===== config.mk =====
export PLATFORM = sky130hd
export DESIGN_NAME = imem_port_arbiter_flat
export DESIGN_NICKNAME = d
export VERILOG_FILES = /design/src/rtl/imem_port_arbiter_if.sv /design/src/rtl/imem_port_arbiter.sv /design/src/flat_wrapper.sv
export SDC_FILE = /design/constraint.sdc
export NUM_CORES = 1
export LEC_CHECK = 0
export BUFFER_PORTS_ARGS = -buffer_cell sky130_fd_sc_hd__buf_2
export CORE_AREA = 5 5 106 108
export CTS_BUF_LIST = sky130_fd_sc_hd__clkbuf_4 sky130_fd_sc_hd__clkbuf_8
export CTS_CLUSTER_SIZE = 24
export DETAILED_ROUTE_END_ITERATION = 8
export DIE_AREA = 0 0 111 113
export PLACE_DENSITY = 0.65
export SLEW_MARGIN = 20
export SYNTH_ARGS = -nofsm -noshare
export SYNTH_HDL_FRONTEND = slang
export SYNTH_SLANG_ARGS = --single-unit

===== constraint.sdc =====
create_clock -name clk -period 1.7 [get_ports clk]
set_input_delay 0.255 -clock clk [delete_from_list [all_inputs] [get_ports clk]]
set_output_delay 0.255 -clock clk [all_outputs]
set_load 0.01 [all_outputs]

===== src/rtl/imem_port_arbiter_if.sv =====
// Bundle of fetch-stage, LSU and memory-side signals shared by the instruction-memory port arbiter.
// slave is the arbiter's view; master is the surrounding fetch/LSU/memory environment.
interface imem_port_arbiter_if;
  logic        if_req;
  logic [31:0] if_addr;
  logic        if_flush;
  logic        if_ready;
  logic        if_valid;
  logic [31:0] if_data;
  logic        dm_req;
  logic        dm_we;
  logic [31:0] dm_addr;
  logic [31:0] dm_wdata;
  logic [3:0]  dm_wstrb;
  logic        dm_ready;
  logic        dm_valid;
  logic [31:0] dm_rdata;
  logic        mem_req;
  logic        mem_we;
  logic [31:0] mem_addr;
  logic [31:0] mem_wdata;
  logic [3:0]  mem_wstrb;
  logic        mem_gnt;
  logic        mem_rvalid;
  logic [31:0] mem_rdata;
  logic        err_spurious;

  modport slave (
    input  if_req, if_addr, if_flush,
    output if_ready, if_valid, if_data,
    input  dm_req, dm_we, dm_addr, dm_wdata, dm_wstrb,
    output dm_ready, dm_valid, dm_rdata,
    output mem_req, mem_we, mem_addr, mem_wdata, mem_wstrb,
    input  mem_gnt, mem_rvalid, mem_rdata,
    output err_spurious
  );

  modport master (
    output if_req, if_addr, if_flush,
    input  if_ready, if_valid, if_data,
    output dm_req, dm_we, dm_addr, dm_wdata, dm_wstrb,
    input  dm_ready, dm_valid, dm_rdata,
    input  mem_req, mem_we, mem_addr, mem_wdata, mem_wstrb,
    output mem_gnt, mem_rvalid, mem_rdata,
    input  err_spurious
  );
endinterface


===== src/rtl/imem_port_arbiter.sv =====
// Shares one instruction-memory port between instruction fetch and the LSU, one access in flight,
// with a starvation cap on consecutive data grants and dropping of fetch responses made stale by a redirect.
module imem_port_arbiter #(
  parameter int unsigned STREAK_MAX = 4
) (
  input  logic                 clk,
  input  logic                 reset,
  imem_port_arbiter_if.slave   bus
);

  typedef enum logic [1:0] {IDLE, BUSY_I, BUSY_D} state_t;

  state_t      state, state_nxt;
  logic        kill, kill_nxt;
  logic [3:0]  streak, streak_nxt;
  logic        latched_we, latched_we_nxt;
  logic        err_q, err_nxt;
  logic        idle;
  logic        dm_win;
  logic        accept;

  always_ff @(posedge clk) begin
    if (reset) begin
      state      <= IDLE;
      kill       <= 1'b0;
      streak     <= 4'd0;
      latched_we <= 1'b0;
      err_q      <= 1'b0;
    end else begin
      state      <= state_nxt;
      kill       <= kill_nxt;
      streak     <= streak_nxt;
      latched_we <= latched_we_nxt;
      err_q      <= err_nxt;
    end
  end

  always_comb begin
    state_nxt      = state;
    kill_nxt       = kill;
    streak_nxt     = streak;
    latched_we_nxt = latched_we;
    err_nxt        = err_q;

    idle   = (state == IDLE);
    // Data wins unless a waiting fetch has already been passed over STREAK_MAX times in a row.
    dm_win = bus.dm_req & ~(bus.if_req & (streak == 4'(STREAK_MAX)));

    bus.mem_req   = 1'b0;
    bus.mem_we    = 1'b0;
    bus.mem_addr  = 32'd0;
    bus.mem_wdata = 32'd0;
    bus.mem_wstrb = 4'd0;
    bus.if_ready  = 1'b0;
    bus.dm_ready  = 1'b0;
    bus.if_valid  = 1'b0;
    bus.if_data   = 32'd0;
    bus.dm_valid  = 1'b0;
    bus.dm_rdata  = 32'd0;

    if (idle) begin
      bus.mem_req  = bus.if_req | bus.dm_req;
      bus.if_ready = bus.mem_gnt & ~dm_win;
      bus.dm_ready = bus.mem_gnt & dm_win;
      if (dm_win) begin
        bus.mem_we    = bus.dm_we;
        bus.mem_addr  = bus.dm_addr;
        bus.mem_wdata = bus.dm_wdata;
        bus.mem_wstrb = bus.dm_wstrb;
      end else begin
        bus.mem_addr  = bus.if_addr;
      end
    end
    accept = bus.mem_req & bus.mem_gnt;

    unique case (state)
      IDLE: begin
        if (bus.mem_rvalid)
          err_nxt = 1'b1;
        if (accept) begin
          if (dm_win) begin
            state_nxt      = BUSY_D;
            latched_we_nxt = bus.dm_we;
            if (bus.if_req)
              streak_nxt = (streak == 4'(STREAK_MAX)) ? streak : streak + 4'd1;
            else
              streak_nxt = 4'd0;
          end else begin
            state_nxt  = BUSY_I;
            streak_nxt = 4'd0;
          end
        end
      end
      BUSY_I: begin
        if (bus.mem_rvalid) begin
          // A redirect coinciding with the response drops it without arming kill.
          bus.if_valid = ~kill & ~bus.if_flush;
          bus.if_data  = bus.if_valid ? bus.mem_rdata : 32'd0;
          state_nxt    = IDLE;
          kill_nxt     = 1'b0;
        end else if (bus.if_flush) begin
          kill_nxt = 1'b1;
        end
      end
      BUSY_D: begin
        if (bus.mem_rvalid) begin
          bus.dm_valid = 1'b1;
          bus.dm_rdata = latched_we ? 32'd0 : bus.mem_rdata;
          state_nxt    = IDLE;
        end
      end
      default: state_nxt = IDLE;
    endcase

    bus.err_spurious = err_q;
  end

endmodule


===== src/flat_wrapper.sv =====
// flat-port wrapper written by rule: the top's interface ports become plain ports
module imem_port_arbiter_flat 
#(
  parameter int unsigned STREAK_MAX = 4
)
  (clk, reset, bus_if_req, bus_if_addr, bus_if_flush, bus_if_ready, bus_if_valid, bus_if_data, bus_dm_req, bus_dm_we, bus_dm_addr, bus_dm_wdata, bus_dm_wstrb, bus_dm_ready, bus_dm_valid, bus_dm_rdata, bus_mem_req, bus_mem_we, bus_mem_addr, bus_mem_wdata, bus_mem_wstrb, bus_mem_gnt, bus_mem_rvalid, bus_mem_rdata, bus_err_spurious);
  imem_port_arbiter_if bus_i ();
  input  logic clk;
  input  logic reset;
  input wire logic [$bits(bus_i.if_req)-1:0] bus_if_req;
  input wire logic [$bits(bus_i.if_addr)-1:0] bus_if_addr;
  input wire logic [$bits(bus_i.if_flush)-1:0] bus_if_flush;
  output wire logic [$bits(bus_i.if_ready)-1:0] bus_if_ready;
  output wire logic [$bits(bus_i.if_valid)-1:0] bus_if_valid;
  output wire logic [$bits(bus_i.if_data)-1:0] bus_if_data;
  input wire logic [$bits(bus_i.dm_req)-1:0] bus_dm_req;
  input wire logic [$bits(bus_i.dm_we)-1:0] bus_dm_we;
  input wire logic [$bits(bus_i.dm_addr)-1:0] bus_dm_addr;
  input wire logic [$bits(bus_i.dm_wdata)-1:0] bus_dm_wdata;
  input wire logic [$bits(bus_i.dm_wstrb)-1:0] bus_dm_wstrb;
  output wire logic [$bits(bus_i.dm_ready)-1:0] bus_dm_ready;
  output wire logic [$bits(bus_i.dm_valid)-1:0] bus_dm_valid;
  output wire logic [$bits(bus_i.dm_rdata)-1:0] bus_dm_rdata;
  output wire logic [$bits(bus_i.mem_req)-1:0] bus_mem_req;
  output wire logic [$bits(bus_i.mem_we)-1:0] bus_mem_we;
  output wire logic [$bits(bus_i.mem_addr)-1:0] bus_mem_addr;
  output wire logic [$bits(bus_i.mem_wdata)-1:0] bus_mem_wdata;
  output wire logic [$bits(bus_i.mem_wstrb)-1:0] bus_mem_wstrb;
  input wire logic [$bits(bus_i.mem_gnt)-1:0] bus_mem_gnt;
  input wire logic [$bits(bus_i.mem_rvalid)-1:0] bus_mem_rvalid;
  input wire logic [$bits(bus_i.mem_rdata)-1:0] bus_mem_rdata;
  output wire logic [$bits(bus_i.err_spurious)-1:0] bus_err_spurious;
  assign bus_i.if_req = bus_if_req;
  assign bus_i.if_addr = bus_if_addr;
  assign bus_i.if_flush = bus_if_flush;
  assign bus_if_ready = bus_i.if_ready;
  assign bus_if_valid = bus_i.if_valid;
  assign bus_if_data = bus_i.if_data;
  assign bus_i.dm_req = bus_dm_req;
  assign bus_i.dm_we = bus_dm_we;
  assign bus_i.dm_addr = bus_dm_addr;
  assign bus_i.dm_wdata = bus_dm_wdata;
  assign bus_i.dm_wstrb = bus_dm_wstrb;
  assign bus_dm_ready = bus_i.dm_ready;
  assign bus_dm_valid = bus_i.dm_valid;
  assign bus_dm_rdata = bus_i.dm_rdata;
  assign bus_mem_req = bus_i.mem_req;
  assign bus_mem_we = bus_i.mem_we;
  assign bus_mem_addr = bus_i.mem_addr;
  assign bus_mem_wdata = bus_i.mem_wdata;
  assign bus_mem_wstrb = bus_i.mem_wstrb;
  assign bus_i.mem_gnt = bus_mem_gnt;
  assign bus_i.mem_rvalid = bus_mem_rvalid;
  assign bus_i.mem_rdata = bus_mem_rdata;
  assign bus_err_spurious = bus_i.err_spurious;
  imem_port_arbiter #(.STREAK_MAX(STREAK_MAX)) u_core (.clk(clk), .reset(reset), .bus(bus_i));
endmodule

==> results of run 1 <==
==> critical path, stage by stage (launching register included) <==
cell and delay [ns]:
dfxtp_2 0.34, inv_2 0.05, buf_6 0.12, ha_4 0.16, and3_4 0.25, buf_12 0.17, a22o_1 0.25, buf_2 0.15
==> metrics by stage <==
stage	utilization, %	TNS, ns	hold slack, ns
2_1_floorplan	-	0	0.351
3_3_place_gp	31.4	-8.29	0.453
3_5_place_dp	31.4	-11.37	0.470
4_1_cts	39.8	-24.22	0.295
5_1_grt	45.9	-35.18	0.321
6_report	45.9	-26.98	0.300
==> cell type report <==
| class | instances | area share (%) |
|---|---|---|
| flip-flops and latches | 9 | 3.98 |
| inverters | 5 | 0.457 |
| clock buffers | 4 | 1.05 |
| repair buffers | 326 | 56.4 |
| well taps | 136 | 3.66 |
| multi-input cells | 181 | 34.4 |
==> cells by family (layout without fill, tap and decap cells) <==
family,after synthesis,after routing,synth area share (%)
AO/OA/AOI/OAI,49,49,25.8
XOR/XNOR,1,1,0.567
adder cells (fa/ha/maj),5,5,4.05
buffers and inverters,23,335,7.13
flip-flops,9,9,11.7
AND/OR/NAND/NOR,125,126,50.8
==> Yosys cell counts, types with 2 or more instances <==
master	count	area, um^2
a21oi_1	6	30.0
nand3_1	3	15.0
buf_6	2	22.5
o32ai_1	2	17.5
and2_1	104	651
nand3b_1	3	22.5
clkbuf_1	9	33.8
inv_1	5	18.8
buf_2	6	30.0
nor2b_1	2	12.5
nor2_1	2	7.51
and3_1	3	18.8
a22o_1	32	280
nand2_1	4	15.0
ha_1	5	62.6
dfxtp_1	9	180
==> layer usage <==
layer,track usage [%],up-vias
li1,-,1367
met1,18.0,1401
met2,28.4,147
met3,2.25,8
met4,1.56,0
met5,0,-
==> report_power, final <==
group / internal (mW) / switching [mW] / leakage [nW]
registers: 0.222 / 0.0103 / 0.0751
clock network: 0.180 / 0.0890 / 0.0262
logic: 0.744 / 0.528 / 2.41
==> sequential cells by signal (all words and copies together) (netlist names) <==
name,cells
u_core.bus.err_spurious,1
u_core.state,2
u_core.streak,4
u_core.latched_we,1
u_core.kill,1
==> worst max path at each step <==
stage / startpoint / endpoint / slack, ns / depth (start not counted)
4_1_cts: u_core.streak[1] / bus_mem_addr[20] / -0.28 / 9
6_report: u_core.state[0] / bus_mem_addr[15] / -0.29 / 7
3_5_place_dp: u_core.state[0] / bus_dm_rdata[4] / -0.32 / 6
2_1_floorplan: u_core.streak[0] / bus_mem_addr[10] / 0.001 / 7
5_1_grt: u_core.streak[0] / bus_mem_addr[19] / -0.36 / 9
3_3_place_gp: u_core.state[0] / bus_dm_rdata[28] / -0.22 / 6
==> repair_timing <==
item,in CTS,in global routing
pin swaps,29,65
setup endpoints to repair,136,136
cloned,12,4
buffers inserted,18,10
gates resized for setup,98,140
==> out/metrics.cfg, run 1 <==
[global_route]
antenna_found_initial = 0
grt_max_degree = 26
grt_pass1_wl_um = 15500
grt_usage_pct = 14.8
grt_pass1_vias = 2850
gr-total-overflow = 0

[layout]
fin_cells = 661
antennaDiodeCount = 0
final_common_cell = buf_2
seqCellArea_um2 = 185
synthToLayoutAreaGrowth_pct = 201
fillers = 941
postLayoutCellArea_mm2 = 0.00465
fin_nets = 671
drive_gt1_share_pct = 83.8
multi_input_area_mm2 = 0.00160
layout_common_cells = buf_2, buf_6, and2_4

[synthesis]
ys_ff_latch = 9
synth_nets = 357
synthFlopType = dfxtp_1
ys_types = 31
netlist_area_mm2 = 0.00155
avgSynthCellArea_um2 = 7.29
synth_edf_count = 0
syn_inst = 212
async_reset_ff_share_pct = 0
synth_warnings = 0
yosysSeqAreaShare_pct = 11.7

[sta]
tightest_slew_ns = 0.329
fin_crit_ns = 1.99
hold_viol_final = 0
relSlewSlack_pct = 78.0
finalSetupViolCount = 135
worst_slack_ns = -0.291
rsz0062_at_grt = yes
fmax_mhz = 502
finalMaxSlewViolations = 0
finalCritPeriodShare_pct = 117
fin_worst_skew_ns = 0.00223

[floorplan]
coreArea_mm2 = 0.0101
die_area_mm2 = 0.0125
die_w_um = 111
ioPinCount = 279
start_util_pct = 15.2
die_h_um = 113
core.rowCount = 37

[power_and_ir_drop]
power.density_mw_per_mm2 = 381
peakVddDrop_mv = 0.387
power_leakage_nw = 2.51
power.total_mw = 1.77

[cts]
hold_buffers = 0
cts_tree = done
clock_path_buffers = 2
path_clk_slew_ns = 0.05
clock_latency_ns = 0.23
htree_levels = 1
cts_buffers = 3
numClockSinks = 9
cts_root_buf = clkbuf_8

[critical_path]
r2r_end = u_core.state[0]
path_class = flop to output port
r2r_cells = 7
crit_path_end_kind = output port
cp_max_fo = 13
rrSetupSlack_ns = 0.10
required_ns = 1.44
critPathArrivalTime_ns = 1.74
critPathLaunchType = flop
r2r-start = u_core.state[0]

[drt]
dr.max_layer_used = met4
ant_nets = 0
initialDrtViolationCount = 160
wl_met2_um = 6390
routed-wl-met3_um = 794
wl_per_cell_um = 17.9
drt-pass1-iter-count = 4
drt_wl_total_um = 11900
drt-met1-wl_um = 4590
vias = 2923
vias_per_cell = 4.42
route.detailed.drc = 0

[place]
place_area_mm2 = 0.00318
gp_congestion = 0.886
hpwl_um = 7420
dp.cells = 623
io_buffers = 278
pre_cts_slack_ns = -0.319

[hold_path]
hp-start = bus_dm_we
hold_path_class = input pin to flop
holdPathStages = 3
min_to = u_core.latched_we

[status]
status = complete, but fails checks
violations = setup timing

[flow_run]
drv_cap = 0

(Power assumes the default switching activity.)
==> inputs of run 2 (changes only) <==
- PLACE_DENSITY: 0.65 -> not set
==> out/metrics.cfg, run 2 (same netlist as run 1, synthesis figures left out) <==
[cts]
hold_buffers = 0  ; unchanged
htree_levels = 1  ; unchanged
cts_buffers = 3  ; unchanged
cts_tree = done
clock_latency_ns = 0.23  ; about the same
cts_root_buf = clkbuf_8
path_clk_slew_ns = 0.05  ; about the same
clock_path_buffers = 2  ; unchanged
numClockSinks = 9  ; unchanged

[global_route]
gr-total-overflow = 0  ; unchanged
grt_usage_pct = 16.5  ; +1.7 points
grt_pass1_wl_um = 16800  ; +8.4%
antenna_found_initial = 2  ; +2
grt_max_degree = 26  ; unchanged
grt.met1_usage_pct = 19.3  ; +1.3 points
busiest_layer = met2
use_met2_pct = 30.8  ; +2.4 points
grt_pass1_vias = 3004  ; +5.4%
grt_use_met3_pct = 3.48  ; +1.2 points

[critical_path]
critPathMaxStageDelay_ns = 0.32  ; -0.02 ns
path_class = flop to output port
slowest_stage = dfxtp_2
r2r_cells = 6  ; -1
cp_max_fo = 6  ; -7
required_ns = 1.44  ; about the same
critPathLaunchType = flop
critPathArrivalTime_ns = 1.74  ; about the same
crit_path_end_kind = output port
cp_cell_sequence = inv_2 > ha_4 > nand4b_4 > and3_4 > buf_12 > buf_16 > a22o_1 > buf_2

[place]
io_buffers = 278  ; unchanged
hpwl_um = 7700  ; +3.8%
place_area_mm2 = 0.00316  ; -0.63%
gp_congestion = 0.905  ; +2.2%

[status]
status = complete, but fails checks
violations = setup timing

[sta]
relSlewSlack_pct = 71.7  ; -6.3 points
fin_worst_skew_ns = 0.00173  ; -0.000502 ns
fin_crit_ns = 2.00  ; +0.00772 ns
finalSetupViolCount = 135  ; unchanged
whs_ns = 0.295  ; -0.00499 ns
hold_viol_final = 0  ; unchanged
finalMaxSlewViolations = 0  ; unchanged
worst_slack_ns = -0.298  ; -0.00772 ns
finalCritPeriodShare_pct = 118  ; +0.45 points
fmax_mhz = 500  ; -0.39%
tightest_slew_ns = 0.422  ; +0.0937 ns
rsz0062_at_grt = yes

[drt]
wl_per_cell_um = 18.2  ; +1.7%
initialDrtViolationCount = 131  ; -18%
drt_wl_total_um = 11900  ; +0.75%
route.detailed.drc = 0  ; unchanged
vias = 2868  ; -1.9%
vias_per_cell = 4.38  ; -0.98%
drt-pass1-iter-count = 4  ; unchanged
ant_nets = 0  ; unchanged

[floorplan]
die_area_mm2 = 0.0125  ; unchanged
start_util_pct = 15.2  ; unchanged
ioPinCount = 279  ; unchanged
die_h_um = 113  ; unchanged
core.rowCount = 37  ; unchanged
die_w_um = 111  ; unchanged
coreArea_mm2 = 0.0101  ; unchanged

[layout]
utilization_pct = 47.2  ; +1.3 points
largest_reg_flops = 4  ; unchanged
postLayoutCellArea_mm2 = 0.00479  ; +2.9%
final_common_cell = buf_2
fin_nets = 663  ; -1.2%
fillers = 948  ; +0.74%
drive_gt1_share_pct = 86.8  ; +3.0 points
synthToLayoutAreaGrowth_pct = 210
multi_input_area_mm2 = 0.00163  ; +1.8%
seqCellArea_um2 = 190  ; +2.7%
layout_common_cells = buf_2, buf_6, and2_4
reg.largest.list = u_core.streak x4, u_core.state x2
regMostFlops = u_core.streak

[power_and_ir_drop]
power.density_mw_per_mm2 = 372  ; -2.3%
power.total_mw = 1.78  ; +0.47%
power_leakage_nw = 2.53  ; +0.52%
peakVddDrop_mv = 0.446  ; +15%

[hold_path]
holdPathStages = 3  ; unchanged
hold_path_class = input pin to flop

[flow_run]
drv_cap = 0  ; unchanged

-- run 2: path summary, 6_finish.rpt --
path | startpoint | endpoint | slack, ns
setup / recovery | u_core.streak[0] | bus_mem_addr[19] | -0.30
hold / removal | bus_dm_we | u_core.latched_we | 0.30
setup reg to reg | u_core.state[1] | u_core.state[1] | 0.15
hold reg to reg | u_core.bus.err_spurious | u_core.bus.err_spurious | 0.47
-- run 2: what timing repair did --
action | CTS | global route
setup endpoints to repair | 135 | 136
pin swaps | 70 | 56
resized for setup | 173 | 107
setup buffers | 17 | 6
gates cloned | 15 | 1
-- run 2: area by class of cell --
| cell class | instances | area share, % |
|---|---|---|
| antenna | 2 | 0.105 |
| inverter | 5 | 0.549 |
| sequential | 9 | 3.97 |
| clock buffer | 4 | 1.02 |
| multi-input combinational | 180 | 34.1 |
| timing repair buffer | 319 | 56.7 |
| tap | 136 | 3.56 |
-- run 2: worst max-delay path: cells and delay by family (launching register included) --
family / cells / cell delay (ns)
compound gates: 1 / 0.22
flops: 1 / 0.32
simple gates: 2 / 0.34
fa+ha+maj: 1 / 0.15
buf+inv: 4 / 0.48
-- run 2: where the power goes --
part | internal [mW] | total (mW) | switching [mW]
sequential | 0.221 | 0.230 | 0.00919
clock | 0.180 | 0.268 | 0.0886
combinational | 0.757 | 1.28 | 0.526
total | 1.16 | 1.78 | 0.624
-- run 2: layer usage --
| layer | wire length, um | part of all wire (%) | vias to the layer above |
|---|---|---|---|
| li1 | - | - | 1349 |
| met1 | 4660 | 39 | 1381 |
| met2 | 6430 | 54 | 126 |
| met3 | 723 | 6.1 | 12 |
| met4 | 137 | 1.1 | 0 |
| met5 | 0 | 0 | - |
-- run 2: stage by stage --
stage / setup WS [ns] / instances / TNS (ns)
6_report: -0.298 / 655 / -22.17
4_1_cts: -0.309 / 654 / -27.30
3_3_place_gp: -0.0161 / 619 / -0.0309
3_5_place_dp: -0.0756 / 619 / -1.20
2_1_floorplan: 0.00136 / 212 / 0
5_1_grt: -0.371 / 655 / -32.25
